===== config.mk =====
export PLATFORM = sky130hd
export DESIGN_NAME = para_load_sched
export DESIGN_NICKNAME = d
export VERILOG_FILES = /design/src/rtl/para_load_sched.sv
export SDC_FILE = /design/constraint.sdc
export NUM_CORES = 1
export LEC_CHECK = 0
export ABC_AREA = 1
export BUFFER_PORTS_ARGS = -buffer_cell sky130_fd_sc_hd__buf_4
export CELL_PAD_IN_SITES_DETAIL_PLACEMENT = 1
export CELL_PAD_IN_SITES_GLOBAL_PLACEMENT = 2
export CORE_AREA = 4 4 164 150
export CTS_CLUSTER_DIAMETER = 40
export DETAILED_ROUTE_END_ITERATION = 12
export DIE_AREA = 0 0 168 154
export GPL_ROUTABILITY_DRIVEN = 0
export GPL_TIMING_DRIVEN = 0
export PLACE_DENSITY_LB_ADDON = 0.1
export SKIP_CTS_REPAIR_TIMING = 1
export SYNTH_ARGS = -nofsm -noshare
export SYNTH_HDL_FRONTEND = slang
export SYNTH_SLANG_ARGS = --single-unit

===== constraint.sdc =====
create_clock -name i_clk -period 2.1 [get_ports i_clk]
set_input_delay 0.105 -clock i_clk [delete_from_list [all_inputs] [get_ports i_clk]]
set_output_delay 0.105 -clock i_clk [all_outputs]
set_load 0.01 [all_outputs]

===== src/rtl/para_load_sched.sv =====
// Parameter-block load scheduler: arbitrates boot/MCU load requests, commands the
// flash read engine, frames and checksums the load, then paces the drain to the consumer.
module para_load_sched #(
  parameter int unsigned WORD_NUM  = 256,
  parameter logic [23:0] BOOT_ADDR = 24'h100000,
  parameter logic [19:0] TIMEOUT   = 20'hFFFFF
) (
  input  logic        i_clk,
  input  logic        i_rst,
  input  logic        i_boot_start,
  input  logic        i_mcu_req,
  input  logic [23:0] i_mcu_addr,
  output logic        o_flash_rd_req,
  output logic [23:0] o_flash_addr,
  output logic [15:0] o_flash_len,
  input  logic        i_flash_ack,
  input  logic [15:0] i_flash_data,
  input  logic        i_flash_data_vld,
  output logic        o_param_load,
  output logic        o_option,
  input  logic        i_fifo_empty,
  input  logic        i_cons_rdy,
  output logic        o_data_req,
  output logic        o_busy,
  output logic        o_done,
  output logic        o_err,
  output logic [1:0]  o_err_code,
  output logic        o_req_drop
);

  localparam logic [15:0] WN    = 16'(WORD_NUM);
  localparam logic [15:0] WN_M1 = 16'(WORD_NUM - 1);

  typedef enum logic [2:0] {
    S_IDLE, S_REQ, S_LOAD, S_CHECK, S_DRAIN, S_DONE, S_ERR
  } state_t;

  state_t      state_q, state_d;
  logic        boot_pend_q, boot_pend_d;
  logic        mcu_pend_q, mcu_pend_d;
  logic [23:0] mcu_addr_q, mcu_addr_d;
  logic [23:0] flash_addr_q, flash_addr_d;
  logic [15:0] flash_len_q, flash_len_d;
  logic        option_q, option_d;
  logic [15:0] word_cnt_q, word_cnt_d;
  logic [15:0] sum_q, sum_d;
  logic [15:0] exp_q, exp_d;
  logic [15:0] drain_cnt_q, drain_cnt_d;
  logic [19:0] tmo_q, tmo_d;
  logic        err_q, err_d;
  logic [1:0]  err_code_q, err_code_d;
  logic        drop_q, drop_d;

  always_ff @(posedge i_clk) begin
    if (i_rst) begin
      state_q      <= S_IDLE;
      boot_pend_q  <= 1'b0;
      mcu_pend_q   <= 1'b0;
      mcu_addr_q   <= '0;
      flash_addr_q <= '0;
      flash_len_q  <= '0;
      option_q     <= 1'b0;
      word_cnt_q   <= '0;
      sum_q        <= '0;
      exp_q        <= '0;
      drain_cnt_q  <= '0;
      tmo_q        <= '0;
      err_q        <= 1'b0;
      err_code_q   <= '0;
      drop_q       <= 1'b0;
    end else begin
      state_q      <= state_d;
      boot_pend_q  <= boot_pend_d;
      mcu_pend_q   <= mcu_pend_d;
      mcu_addr_q   <= mcu_addr_d;
      flash_addr_q <= flash_addr_d;
      flash_len_q  <= flash_len_d;
      option_q     <= option_d;
      word_cnt_q   <= word_cnt_d;
      sum_q        <= sum_d;
      exp_q        <= exp_d;
      drain_cnt_q  <= drain_cnt_d;
      tmo_q        <= tmo_d;
      err_q        <= err_d;
      err_code_q   <= err_code_d;
      drop_q       <= drop_d;
    end
  end

  always_comb begin
    state_d      = state_q;
    boot_pend_d  = boot_pend_q;
    mcu_pend_d   = mcu_pend_q;
    mcu_addr_d   = mcu_addr_q;
    flash_addr_d = flash_addr_q;
    flash_len_d  = flash_len_q;
    option_d     = option_q;
    word_cnt_d   = word_cnt_q;
    sum_d        = sum_q;
    exp_d        = exp_q;
    drain_cnt_d  = drain_cnt_q;
    tmo_d        = tmo_q;
    err_d        = err_q;
    err_code_d   = err_code_q;
    drop_d       = i_mcu_req & mcu_pend_q;
    o_data_req   = 1'b0;

    // A word from the engine outside the load window is an overrun; it is dropped.
    if (i_flash_data_vld && state_q != S_IDLE && state_q != S_LOAD) begin
      err_d      = 1'b1;
      err_code_d = 2'd3;
    end

    unique case (state_q)
      S_IDLE: begin
        if (boot_pend_q || mcu_pend_q) begin
          state_d      = S_REQ;
          option_d     = ~boot_pend_q;
          flash_addr_d = boot_pend_q ? BOOT_ADDR : mcu_addr_q;
          flash_len_d  = WN;
          word_cnt_d   = '0;
          sum_d        = '0;
          exp_d        = '0;
          drain_cnt_d  = '0;
          tmo_d        = '0;
          err_d        = 1'b0;
          err_code_d   = 2'd0;
          if (boot_pend_q) boot_pend_d = 1'b0;
          else             mcu_pend_d  = 1'b0;
        end
      end
      S_REQ: begin
        if (i_flash_ack) state_d = S_LOAD;
      end
      S_LOAD: begin
        // Error is flagged as the idle count reaches TIMEOUT; the abort follows a cycle later.
        if (tmo_q == TIMEOUT) begin
          state_d = S_ERR;
        end else if (i_flash_data_vld) begin
          tmo_d      = '0;
          word_cnt_d = word_cnt_q + 16'd1;
          if (word_cnt_q == WN_M1) begin
            exp_d   = i_flash_data;
            state_d = S_CHECK;
          end else begin
            sum_d = sum_q + i_flash_data;
          end
        end else begin
          tmo_d = tmo_q + 20'd1;
          if (tmo_q + 20'd1 == TIMEOUT) begin
            err_d      = 1'b1;
            err_code_d = 2'd2;
          end
        end
      end
      S_CHECK: begin
        if (sum_q == exp_q) begin
          state_d = S_DRAIN;
        end else begin
          err_d      = 1'b1;
          err_code_d = 2'd1;
          state_d    = S_ERR;
        end
      end
      S_DRAIN: begin
        // The final strobe discards the checksum word without waiting for the consumer.
        if (drain_cnt_q == WN_M1) begin
          o_data_req = 1'b1;
          state_d    = S_DONE;
        end else if (i_cons_rdy && !i_fifo_empty) begin
          o_data_req  = 1'b1;
          drain_cnt_d = drain_cnt_q + 16'd1;
        end
      end
      S_DONE:  state_d = S_IDLE;
      S_ERR:   state_d = S_IDLE;
      default: state_d = S_IDLE;
    endcase

    // New requests win over a same-cycle grant; a second MCU request is dropped.
    if (i_boot_start) boot_pend_d = 1'b1;
    if (i_mcu_req && !mcu_pend_q) begin
      mcu_pend_d = 1'b1;
      mcu_addr_d = i_mcu_addr;
    end
  end

  assign o_flash_rd_req = (state_q == S_REQ);
  assign o_flash_addr   = flash_addr_q;
  assign o_flash_len    = flash_len_q;
  assign o_param_load   = (state_q == S_LOAD);
  assign o_option       = option_q;
  assign o_busy         = (state_q != S_IDLE);
  assign o_done         = (state_q == S_DONE);
  assign o_err          = err_q;
  assign o_err_code     = err_code_q;
  assign o_req_drop     = drop_q;

endmodule


# Word level (Yosys, flattened, before mapping)
# Index checks and enable logic that the tools add are counted.
totals:
  elab_cells: 120
  input_bits: 48
  ff_bits: 143
  out_inout_bits: 50
classes:
  muxes: 52
  eq_ne: 23
  n_reduce_logical: 24
  n_addsub: 4
  bitwise: 2
op_table:
  columns: ["op", "count"]
  rows:
  - ["$mux 16", 11]
  - ["$pmux 16 s2", 4]
  - ["$mux 20", 3]
  - ["$eq 20x20->1 const B", 2]
  - ["$pmux 20 s2", 1]
  - ["$add 16x1->16 const B", 2]
  - ["$eq 16x8->1 const B", 2]
  - ["$mux 24", 1]
  - ["$add 20x1->20 const B", 1]
  - ["$mux 3", 6]
  - ["$add 16x16->16", 1]
  - ["$eq 16x16->1", 1]
  - ["$mux 1", 16]
  - ["$pmux 3 s5", 1]
  - ["$reduce_and 5->1", 3]
  - ["$mux 2", 7]
  - ["$ne 2x2->1 const B", 7]
  - ["$reduce_bool 2->1", 6]
  - ["$reduce_and 4->1", 2]
  - ["$eq 3x2->1 const B", 2]
  - ["$eq 3x3->1 const B", 2]
  - ["$ne 2x1->1 const B", 3]
  - ["$ne 3x2->1 const B", 2]
  - ["$pmux 2 s3", 1]
  - ["other kinds (12)", 18]

# Depth between registers and ports, before layout
# Gate-level depths: netlist of run 1.
depth:
  ltp_word: 8
  ltp_mapped: 14
  mapped_depth_nobuf: 14

# Worst setup path after synthesis of run 1
# OpenSTA, ideal clock, no wires.
synth_path:
  path_type: "flip-flop to flip-flop"
  from: "register tmo_q[1]"
  to: "register word_cnt_q[12]"
  arrival_time_ps: 1694
  period_less_slack_ps: 1808
  required_ps: 1986
  slack_ps: 292
  path_buffers: 1
  stages_incl_launch_ff: 14
  setup_ps: 114
  path_cell_list: "dfxtp_1 ha_1 nand2_2 nor2_4 nand3_2 nor2_4 nand3_4 nand2_8 inv_4 buf_6 nand4_2 nor2_2 a21oi_1 nor2_1"
synth_via:
  elab_chain_len: 3
synth_lines:
  columns: ["element", "line", "rtl"]
  rows:
  - ["start, declared", "49", "logic [19:0] tmo_q, tmo_d;"]
  - ["start signal, assigned", "83", "tmo_q <= tmo_d;"]
  - ["$eq 20x20->1", "137", "if (tmo_q == TIMEOUT) begin"]
  - ["$ne 2x2->1 (no source line)", null, null]
  - ["$reduce_and 4->1 (no source line)", null, null]
  - ["end signal, assigned", "79", "word_cnt_q <= word_cnt_d;"]
  - ["end, declared", "45", "logic [15:0] word_cnt_q, word_cnt_d;"]
# No other way between the ends.
# A chain may end at the register's enable or synchronous reset.

# Worst setup path after layout of run 1
layout_path:
  from: "register tmo_q[1]"
  to: "register sum_q[3]"
layout_via:
  elab_chain_len: 3
layout_lines:
  columns: ["element", "line", "rtl"]
  rows:
  - ["$eq 20x20->1", "137", null]
  - ["$ne 2x2->1 (no source line)", null, null]
  - ["$reduce_and 5->1 (no source line)", null, null]
  - ["end signal, assigned", "80", "sum_q <= sum_d;"]
  - ["end, declared", "46", "logic [15:0] sum_q, sum_d;"]
# No other way between the ends.

==> flow_metrics.py, run 1 <==
metrics = {
    "clock_tree": {
        "ctsHtreeMaxLevel": 4,
        "tritoncts": "done",
        "clock-root-buffer": "sky130_fd_sc_hd__clkbuf_16",
        "total_clock_buffers_created_by_cts": 17,
        "clk-insertion-delay-late_ns": 0.43,
        "cts.sink_count": 143,
        "max-clock-path-buffers": 2,
        "cts.clk_slew.worst_paths_ns": 0.07,
    },
    "route": {
        "route.detailed.wl_per_inst_um": 15.8,
        "detail_route.first_pass.iterations": 4,
        "wirelength_um": 24300,
        "top_layer_used": "met4",
        "vias": 7431,
        "met3_length_um": 852,
        "vias_per_cell": 4.85,
        "postRouteAntennaNets": 0,
        "m1WireLength_um": 12000,
        "drt-initial-drc-count": 258,
        "total_met2_wirelength_after_detailed_routing_um": 11200,
        "post-route-drc-count": 0,
    },
    "critical_path": {
        "worstPathArrival_ns": 2.31,
        "cp_slowest_stage_delay_ns": 0.38,
        "critPathKind": "reg2reg",
        "path_max_fanout": 7,
        "startpoint_type": "flop",
        "cp.required_ns": 2.41,
        "endpoint_kind": "flop",
        "critical_path.cell_chain": "ha_4 -> nand2_2 -> nor2_4 -> nand3_4 -> nor2_4 -> nand3_4 -> nand2_8 -> inv_4 -> nand2_4 -> inv_1 -> o21ai_0 -> a21oi_1",
        "critical-path-slowest-cell": "sky130_fd_sc_hd__dfxtp_4",
    },
    "sta": {
        "unrepaired_setup_endpoints_after_global_routing": "yes",
        "clock.fmax_mhz": 500,
        "report.final.setup_viol": 0,
        "finClkSkew_ns": 0.0115,
        "finalCritPeriodShare_pct": 95.2,
        "finalCriticalPeriod_ns": 2.00,
        "slew_viol_final": 0,
        "postLayoutSetupSlackWorst_ns": 0.102,
        "slew-limit-headroom_pct": 48.1,
        "max_slew.worst_pin.slew_ns": 0.779,
        "hold_viol_final": 1,
        "whs_ns": -0.0132,
    },
    "cells_and_area": {
        "post_route_cells_drive_above_1_share_pct": 19.5,
        "layout_net_count": 1286,
        "syn2layout_area_growth_pct": 33.0,
        "antenna_cells": 0,
        "final_core_utilization_pct": 43.0,
        "design_area_um2": 9900,
        "final_cell_count_no_fill": 1533,
    },
    "synthesis": {
        "yosysSeqAreaShare_pct": 38.5,
        "synth.yosys.warnings": 0,
        "yosysMostFrequentCell": "sky130_fd_sc_hd__nand2_1",
        "synth.avg_cell_area_um2": 7.17,
        "synthesis.area_um2": 7440,
        "synth_largest_type_area_fraction_pct": 38.5,
        "synth.ff_latch_count": 143,
        "synth_top_cell_by_area": "sky130_fd_sc_hd__dfxtp_1",
        "yosysUniqueCellTypes": 50,
        "syn_inst": 1039,
        "count_of_flip_flops_with_a_built_in_enable_after_synthesis": 0,
        "synthArstFlopShare_pct": 0,
        "yosys-top-cells-area": "sky130_fd_sc_hd__dfxtp_1 38%, sky130_fd_sc_hd__nand2_1 11%, sky130_fd_sc_hd__a21oi_1 7.1%",
        "yosys_most_used_dff": "sky130_fd_sc_hd__dfxtp_1",
        "synth_common_cells": "223 x sky130_fd_sc_hd__nand2_1, 143 x sky130_fd_sc_hd__dfxtp_1, 134 x sky130_fd_sc_hd__nor2_1",
    },
    "placed_design": {
        "dpl.cell_count": 1436,
        "placed_area_um2": 8480,
        "dp_wirelength_um": 17900,
        "port-buffer-count": 81,
        "worst_slack_at_placement_ns": -0.162,
    },
    "power": {
        "power_per_cell_area_nw_per_um2": 988,
        "power.leakage_nw": 3.93,
        "power.ir.vdd_worst_mv": 0.625,
        "design_power_total_mw": 9.78,
    },
    "grt": {
        "antenna_found_initial": 0,
        "via_count_of_the_first_global_routing_pass": 7161,
        "overflow": 0,
        "global_route.usage.total_pct": 18.1,
        "grt_pass1_wl_um": 37900,
        "maximum_number_of_pins_on_one_net_before_global_route_repair": 17,
    },
    "worst_hold_path": {
        "worst_hold_path_type": "in2reg",
    },
    "outcome": {
        "failed_checks": "negative hold slack",
        "run_status": "complete, but fails checks",
    },
    "floorplanning": {
        "rows": 53,
        "die-width_um": 168,
        "initial_utilization_pct": 32.4,
        "io_pins": 98,
        "die_area_um2": 25900,
        "core_area_um2": 23000,
        "die_height_um": 154,
    },
    "flow_run": {
        "cap_violations": 0,
    },
}
==> path summary, 6_finish.rpt <==
path / endpoint / startpoint / slack, ns / cells past startpoint
hold reg to reg: mcu_addr_q[1] / mcu_addr_q[1] / 0.45 / 2
hold / removal: state_q[0] / i_flash_ack / -0.01 / 4
setup / recovery: sum_q[3] / tmo_q[1] / 0.10 / 12
setup reg to reg: sum_q[3] / tmo_q[1] / 0.10 / 12
==> state kept, by name, indices dropped and copies added (netlist names), 2 cells and up <==
signal,count
mcu_addr_q,24
o_flash_addr,24
tmo_q,20
drain_cnt_q,16
exp_q,16
sum_q,16
word_cnt_q,16
state_q,3
o_err_code,2
==> final cells by class <==
cell class | count | area (um2)
sequential | 143 | 2880
buffer | 50 | 307
clock inverter | 14 | 138
multi-input combinational | 773 | 4210
inverter | 88 | 339
timing repair buffer | 145 | 1200
tap | 302 | 378
fill | 2857 | 13100
clock buffer | 18 | 439
==> metrics by stage <==
step                      hold WS (ns)  setup TNS (ns)
after floorplan                  0.222               0
after global placement           0.314           -3.47
after detailed placement         0.330           -4.69
after CTS                       -0.123           -6.32
after global routing            0.0254          -0.103
final                          -0.0132               0
==> cells in the final DEF (no fill, tap or decap), types with 6 or more instances in the layout <==
master	instances
sky130_fd_sc_hd__nand2_1	215
sky130_fd_sc_hd__dfxtp_1	134
sky130_fd_sc_hd__nor2_1	127
sky130_fd_sc_hd__buf_4	116
sky130_fd_sc_hd__a21oi_1	105
sky130_fd_sc_hd__inv_1	81
sky130_fd_sc_hd__o21ai_0	50
sky130_fd_sc_hd__nand3_1	50
sky130_fd_sc_hd__dlygate4sd3_1	42
sky130_fd_sc_hd__nor3_1	21
sky130_fd_sc_hd__xnor2_1	20
sky130_fd_sc_hd__clkbuf_1	18
sky130_fd_sc_hd__a32o_1	18
sky130_fd_sc_hd__clkbuf_16	17
sky130_fd_sc_hd__nand4_1	16
sky130_fd_sc_hd__ha_1	16
sky130_fd_sc_hd__conb_1	15
sky130_fd_sc_hd__nor2_4	13
sky130_fd_sc_hd__a211oi_1	12
sky130_fd_sc_hd__nand2_2	10
sky130_fd_sc_hd__xor2_1	10
sky130_fd_sc_hd__o21ai_1	8
sky130_fd_sc_hd__nor2_2	7
sky130_fd_sc_hd__buf_2	7
sky130_fd_sc_hd__inv_6	6
==> worst max-delay path: cells and delay by family, from the launching register on <==
kind	cells	cell delay (ns)
simple gates	7	0.96
flops	1	0.38
compound gates	2	0.22
buf+inv	2	0.17
fa+ha+maj	1	0.15
==> logic make-up after synthesis <==
kind of cell / count (synthesis) / share of synthesized area [%]
xor gates and xnor gates: 31 / 3.65
other: 1 / 0.0504
adders and majority gates: 20 / 3.46
and+or+nand+nor: 493 / 29.6
DFF: 143 / 38.5
AOI/OAI and AO/OA: 213 / 16.6
buffers and inverters: 138 / 8.25
==> layer usage <==
metal	vias up	track usage [%]
met5	-	0
met4	0	3.17
met3	17	4.29
met2	94	29.2
met1	3522	25.0
li1	3798	-
==> report_power, final <==
group / total (mW) / internal [mW] / switching (mW)
Sequential: 3.28 / 3.02 / 0.258
Combinational: 3.49 / 1.31 / 2.17
Clock: 3.01 / 1.61 / 1.40
Note: power is estimated with default switching activity, not from simulation.
==> run 2: changes to the inputs <==
--- a/config.mk
+++ b/config.mk
@@ -9,10 +9,10 @@
 export BUFFER_PORTS_ARGS = -buffer_cell sky130_fd_sc_hd__buf_4
 export CELL_PAD_IN_SITES_DETAIL_PLACEMENT = 1
 export CELL_PAD_IN_SITES_GLOBAL_PLACEMENT = 2
-export CORE_AREA = 4 4 164 150
+export CORE_AREA = 4 4 156 173
 export CTS_CLUSTER_DIAMETER = 40
 export DETAILED_ROUTE_END_ITERATION = 12
-export DIE_AREA = 0 0 168 154
+export DIE_AREA = 0 0 160 177
 export GPL_ROUTABILITY_DRIVEN = 0
 export GPL_TIMING_DRIVEN = 0
 export PLACE_DENSITY_LB_ADDON = 0.1
==> constraint.sdc (replaced) <==
create_clock -name i_clk -period 1.63 [get_ports i_clk]
set_input_delay 0.0815 -clock i_clk [delete_from_list [all_inputs] [get_ports i_clk]]
set_output_delay 0.0815 -clock i_clk [all_outputs]
set_load 0.01 [all_outputs]
==> run 2 against run 1 <==
Compared with the run above:
- the flow finishes with violations (negative hold slack, negative setup slack)
- via count grew 1.8%
- critical path depth up 1
- sequential share of layout area fell by 2.1 points
- power rose by 44%
- clock power rose by 33%
- utilization shrank 0.38 points
- combinational power up 69%
- worst hold slack got worse by 0.040 ns
- global-route usage decreased by 0.97 points
- non-clock buffer count grew 23
- final cell count grew 2.3%
- critical path type unchanged
- largest power group unchanged
==> flow_metrics.py, run 2 (synthesized netlist as in run 1, its figures left out) <==
metrics = {
    "outcome": {
        "run_status": "complete, but fails checks",
        "failed_checks": "negative hold slack, negative setup slack",
    },
    "sta": {
        "clock.fmax_mhz": 505,
        "finClkSkew_ns": 0.0162,
        "report.final.setup_viol": 90,
        "hold_viol_final": 1,
        "max_slew.worst_pin.slew_ns": 0.912,
        "whs_ns": -0.0529,
        "finalCriticalPeriod_ns": 1.98,
        "postLayoutSetupSlackWorst_ns": -0.349,
        "finalCritPeriodShare_pct": 121,
        "slew-limit-headroom_pct": 39.2,
        "finalSetupTns_ns": -19.77,
        "slew_viol_final": 0,
        "unrepaired_setup_endpoints_after_global_routing": "yes",
    },
    "critical_path": {
        "critPathKind": "reg2reg",
        "startpoint_type": "flop",
        "worstRegToRegCells": 13,
        "cp_slowest_stage_delay_ns": 0.38,
        "cp.required_ns": 1.98,
        "critical-path-slowest-cell": "sky130_fd_sc_hd__dfxtp_4",
        "endpoint_kind": "flop",
        "critical_path.cell_chain": "ha_4 -> nand2_4 -> nor2_4 -> nand3_4 -> nor2_4 -> nand3_4 -> nand3_4 -> nor2_4 -> inv_4 -> buf_12 -> buf_8 -> nand2_4 -> a21oi_2",
        "worstPathArrival_ns": 2.33,
        "regToRegStartpoint": "tmo_q[1]",
        "path_max_fanout": 5,
        "reg2reg_to": "exp_q[3]",
        "worst-r2r-setup-slack_ns": -0.35,
    },
    "cells_and_area": {
        "final_common_cell": "sky130_fd_sc_hd__nand2_1",
        "post_route_cells_drive_above_1_share_pct": 29.1,
        "final_core_utilization_pct": 42.6,
        "multiInputGateArea_um2": 4630,
        "syn2layout_area_growth_pct": 44.3,
        "antenna_cells": 0,
        "fillers": 3060,
        "final-seq-area_um2": 2900,
        "final_cell_count_no_fill": 1568,
        "layout.cells.most_common_list": "194 x sky130_fd_sc_hd__nand2_1, 127 x sky130_fd_sc_hd__buf_4, 124 x sky130_fd_sc_hd__dfxtp_1, 116 x sky130_fd_sc_hd__nor2_1, 79 x sky130_fd_sc_hd__a21oi_1",
        "layout_net_count": 1308,
    },
    "floorplanning": {
        "core_area_um2": 25200,
        "die_height_um": 177,
        "initial_utilization_pct": 29.6,
        "io_pins": 98,
        "rows": 61,
        "die-width_um": 160,
        "die_area_um2": 28300,
    },
    "clock_tree": {
        "max-clock-path-buffers": 2,
        "total_clock_buffers_created_by_cts": 17,
        "clock-root-buffer": "sky130_fd_sc_hd__clkbuf_16",
        "cts.clk_slew.worst_paths_ns": 0.08,
        "ctsHtreeMaxLevel": 4,
        "clk-insertion-delay-late_ns": 0.43,
        "cts.sink_count": 143,
        "tritoncts": "done",
    },
    "power": {
        "power.leakage_nw": 4.24,
        "design_power_total_mw": 14.1,
        "power_per_cell_area_nw_per_um2": 1320,
        "power.ir.vdd_worst_mv": 0.576,
    },
    "route": {
        "vias": 7565,
        "postRouteAntennaNets": 0,
        "wirelength_um": 25300,
        "post-route-drc-count": 0,
        "detail_route.first_pass.iterations": 4,
        "drt-initial-drc-count": 214,
        "vias_per_cell": 4.82,
        "route.detailed.wl_per_inst_um": 16.1,
    },
    "worst_hold_path": {
        "destination_of_the_worst_hold_path": "mcu_addr_q[4]",
        "timing.hold.worst.start": "i_mcu_addr[4]",
        "worstHoldPathCells": 3,
        "worst_hold_path_type": "in2reg",
    },
    "grt": {
        "via_count_of_the_first_global_routing_pass": 7377,
        "grt_pass1_wl_um": 39200,
        "antenna_found_initial": 0,
        "global_route.usage.total_pct": 17.1,
        "maximum_number_of_pins_on_one_net_before_global_route_repair": 19,
        "overflow": 0,
    },
    "placed_design": {
        "dp_wirelength_um": 18300,
        "port-buffer-count": 81,
        "dpl.cell_count": 1449,
    },
    "flow_run": {
        "cap_violations": 0,
    },
}
[run 2: critical path, delay by kind of cell (launching register included)]
kind / cells / cell delay, ns
adder cells (fa/ha/maj): 1 / 0.16
AO/OA/AOI/OAI: 1 / 0.14
flip-flops: 1 / 0.38
AND/OR/NAND/NOR: 8 / 0.88
buffers and inverters: 3 / 0.33
[run 2: routing by layer]
metal  up-vias  routed length [um]  GRT usage (%)
met5         -                   0              0
met4         0                 251           4.09
met2        97               12300           29.2
li1       3845                   -              -
met3        19                 837           3.35
met1      3604               11900           22.4
[run 2: how the worst max path moves through the flow]
stage	start	endpoint	slack, ns
global route	tmo_q[8]	exp_q[3]	-0.45
detailed placement	tmo_q[1]	exp_q[8]	-0.48
global placement	sum_q[3]	sum_q[15]	-0.47
floorplan	tmo_q[1]	word_cnt_q[12]	-0.11
CTS	sum_q[3]	sum_q[15]	-0.51
finish	tmo_q[1]	exp_q[3]	-0.35
[run 2: layout make-up]
type                            count  area share (%)
Buffer                             49            3.36
Inverter                           88            3.32
Timing Repair Buffer              169            13.8
Multi-Input combinational cell    772            43.2
Clock buffer                       17            3.96
Clock inverter                     15            1.69
Sequential cell                   143            27.0
Tap cell                          315            3.67
[run 2: per-stage QoR]
step	setup slack, ns	instance area, um2
final	-0.349	10700
after global routing	-0.451	10700
after CTS	-0.513	9180
after detailed placement	-0.484	8570
after global placement	-0.469	8570
after floorplan	-0.114	7570
[run 2: power breakdown]
group | switching [mW] | internal [mW]
clock network | 1.90 | 2.08
logic | 3.32 | 2.57
registers | 0.361 | 3.90
total | 5.58 | 8.55
==> run 3: changes to the inputs <==
--- a/config.mk
+++ b/config.mk
@@ -9,12 +9,12 @@
 export BUFFER_PORTS_ARGS = -buffer_cell sky130_fd_sc_hd__buf_4
 export CELL_PAD_IN_SITES_DETAIL_PLACEMENT = 1
 export CELL_PAD_IN_SITES_GLOBAL_PLACEMENT = 2
-export CORE_AREA = 4 4 156 173
+export CORE_AREA = 4 4 149 165
 export CTS_CLUSTER_DIAMETER = 40
 export DETAILED_ROUTE_END_ITERATION = 12
-export DIE_AREA = 0 0 160 177
+export DIE_AREA = 0 0 153 169
 export GPL_ROUTABILITY_DRIVEN = 0
-export GPL_TIMING_DRIVEN = 0
+export GPL_TIMING_DRIVEN = 1
 export PLACE_DENSITY_LB_ADDON = 0.1
 export SKIP_CTS_REPAIR_TIMING = 1
 export SYNTH_ARGS = -nofsm -noshare
==> constraint.sdc (replaced) <==
create_clock -name i_clk -period 1.95 [get_ports i_clk]
set_input_delay 0.39 -clock i_clk [delete_from_list [all_inputs] [get_ports i_clk]]
set_output_delay 0.39 -clock i_clk [all_outputs]
set_load 0.01 [all_outputs]
==> run 3 against run 2 <==
Compared with the run above:
- the run ends with negative setup slack left
- clock skew is 0.0013 ns lower
- clock power is 17% lower
- combinational power is 16% lower
- first-iteration DRC count is 19% higher
==> flow_metrics.py, run 3 (synthesized netlist as in run 1, its figures left out) <==
metrics = {
    "route": {
        "vias_per_cell": 4.85,
        "wirelength_um": 23700,
        "post-route-drc-count": 0,
        "route.detailed.wl_per_inst_um": 15.5,
        "vias": 7417,
        "postRouteAntennaNets": 0,
        "detail_route.first_pass.iterations": 4,
        "drt-initial-drc-count": 255,
    },
    "sta": {
        "finalCritPeriodShare_pct": 107,
        "finalCriticalPeriod_ns": 2.08,
        "hold_viol_final": 0,
        "postLayoutSetupSlackWorst_ns": -0.127,
        "clock.fmax_mhz": 481,
        "whs_ns": 0.174,
        "finClkSkew_ns": 0.0150,
        "unrepaired_setup_endpoints_after_global_routing": "yes",
        "slew_viol_final": 0,
        "report.final.setup_viol": 2,
    },
    "cells_and_area": {
        "layout_net_count": 1283,
        "antenna_cells": 0,
        "syn2layout_area_growth_pct": 39.7,
        "final_core_utilization_pct": 45.6,
        "final_common_cell": "sky130_fd_sc_hd__nand2_1",
        "layout.cells.most_common_list": "201 x sky130_fd_sc_hd__nand2_1, 165 x sky130_fd_sc_hd__buf_4, 128 x sky130_fd_sc_hd__dfxtp_1, 123 x sky130_fd_sc_hd__nor2_1, 80 x sky130_fd_sc_hd__inv_1",
        "post_route_cells_drive_above_1_share_pct": 30.0,
        "design_area_um2": 10400,
        "final_cell_count_no_fill": 1528,
    },
    "clock_tree": {
        "ctsHtreeMaxLevel": 4,
        "tritoncts": "done",
        "clock-root-buffer": "sky130_fd_sc_hd__clkbuf_16",
        "clk-insertion-delay-late_ns": 0.43,
        "total_clock_buffers_created_by_cts": 17,
        "cts.clk_slew.worst_paths_ns": 0.08,
        "cts.sink_count": 143,
        "max-clock-path-buffers": 2,
    },
    "placed_design": {
        "placed_area_um2": 8960,
        "port-buffer-count": 82,
        "dpl.cell_count": 1474,
        "dp_wirelength_um": 16800,
    },
    "critical_path": {
        "regToRegStartpoint": "tmo_q[1]",
        "cp.depth": 7,
        "bufs_and_invs_on_worst_path": 2,
        "critPathKind": "reg2out",
        "crit_top_cell": "sky130_fd_sc_hd__buf_6",
        "worstPathArrival_ns": 1.69,
        "worst-r2r-setup-slack_ns": 0,
        "reg2reg_to": "exp_q[5]",
        "critical-path-slowest-cell": "sky130_fd_sc_hd__dfxtp_2",
        "worstRegToRegCells": 12,
        "path_delay_family": "simple AND/OR/NAND/NOR gates",
        "cp_slowest_stage_delay_ns": 0.36,
        "cp.required_ns": 1.56,
        "crit_end": "o_data_req",
        "critical_path.cell_chain": "ha_4 -> nand2_4 -> nor3_4 -> buf_6 -> nand4_1 -> nand2_1 -> buf_6",
        "startpoint_type": "flop",
        "path_max_fanout": 3,
        "endpoint_kind": "output port",
        "worst_setup_path_startpoint": "drain_cnt_q[1]",
    },
    "grt": {
        "overflow": 0,
        "antenna_found_initial": 0,
        "via_count_of_the_first_global_routing_pass": 7702,
        "grt_pass1_wl_um": 37700,
        "maximum_number_of_pins_on_one_net_before_global_route_repair": 70,
        "global_route.usage.total_pct": 17.6,
    },
    "power": {
        "power.ir.vdd_worst_mv": 0.575,
        "power_per_cell_area_nw_per_um2": 1130,
        "power.leakage_nw": 4.22,
        "design_power_total_mw": 11.8,
    },
    "floorplanning": {
        "die-width_um": 153,
        "die_area_um2": 25900,
        "initial_utilization_pct": 32.7,
        "rows": 58,
        "io_pins": 98,
        "core_area_um2": 22800,
        "die_height_um": 169,
    },
    "flow_run": {
        "cap_violations": 0,
    },
    "outcome": {
        "failed_checks": "negative setup slack",
        "run_status": "complete, but fails checks",
    },
    "worst_hold_path": {
        "worst_hold_path_type": "in2reg",
    },
}
==> run 3: cell types whose count changed in the layout (fill, tap and decap cells not counted), moves of 5 or more <==
cell                            delta
sky130_fd_sc_hd__buf_12            +6
sky130_fd_sc_hd__buf_4            +38
sky130_fd_sc_hd__buf_6             -6
sky130_fd_sc_hd__clkbuf_1         -16
sky130_fd_sc_hd__dfxtp_4           -6
sky130_fd_sc_hd__dlygate4sd3_1    -41
sky130_fd_sc_hd__nand2_1           +7
sky130_fd_sc_hd__nor2_1            +7
sky130_fd_sc_hd__nor2_4            -5
sky130_fd_sc_hd__o21ai_0           +7
sky130_fd_sc_hd__o21ai_1           -8
==> run 3: per-layer routing <==
layer	share of wire [%]	GRT usage (%)	routed length [um]	vias up
li1	-	-	-	3808
met1	46	22.6	10900	3508
met2	50	31.2	11900	88
met3	2.8	2.74	670	13
met4	0.83	4.46	196	0
met5	0	0	0	-
==> run 3: per-stage QoR <==
stage                     setup TNS [ns]  setup slack, ns
after floorplan                        0            0.142
after global placement            -0.472           -0.101
after detailed placement          -0.928           -0.160
after CTS                         -0.455           -0.245
after global routing               -3.61           -0.243
final                             -0.128           -0.127
==> run 3: worst min-delay path: cells and delay by family <==
kind | cells | cell delay (ns)
AND/OR/NAND/NOR | 2 | 0.11
buffers and inverters | 1 | 0.08
==> run 3: where the power goes <==
| part | internal (mW) | switching [mW] |
|---|---|---|
| Clock | 1.74 | 1.58 |
| Combinational | 2.20 | 2.73 |
| Sequential | 3.25 | 0.269 |
| Total | 7.19 | 4.57 |
==> run 3: how the worst min path moves through the flow <==
stage / from / endpoint / slack [ns] / cells after the start
2_1_floorplan: mcu_addr_q[0] / mcu_addr_q[0] / 0.42 / 2
3_3_place_gp: mcu_addr_q[1] / mcu_addr_q[1] / 0.44 / 2
3_5_place_dp: mcu_addr_q[3] / mcu_addr_q[3] / 0.44 / 2
4_1_cts: i_mcu_addr[13] / mcu_addr_q[13] / 0.15 / 3
5_1_grt: i_mcu_addr[13] / mcu_addr_q[13] / 0.16 / 3
6_report: i_mcu_addr[13] / mcu_addr_q[13] / 0.17 / 3
==> run 3: area by class of cell <==
cell class	instances	area [um2]
clock inverter	15	185
timing repair buffer	193	1670
multi-input combinational	772	4510
sequential	143	2880
tap	300	375
inverter	88	352
fill	2854	12400
clock buffer	17	425
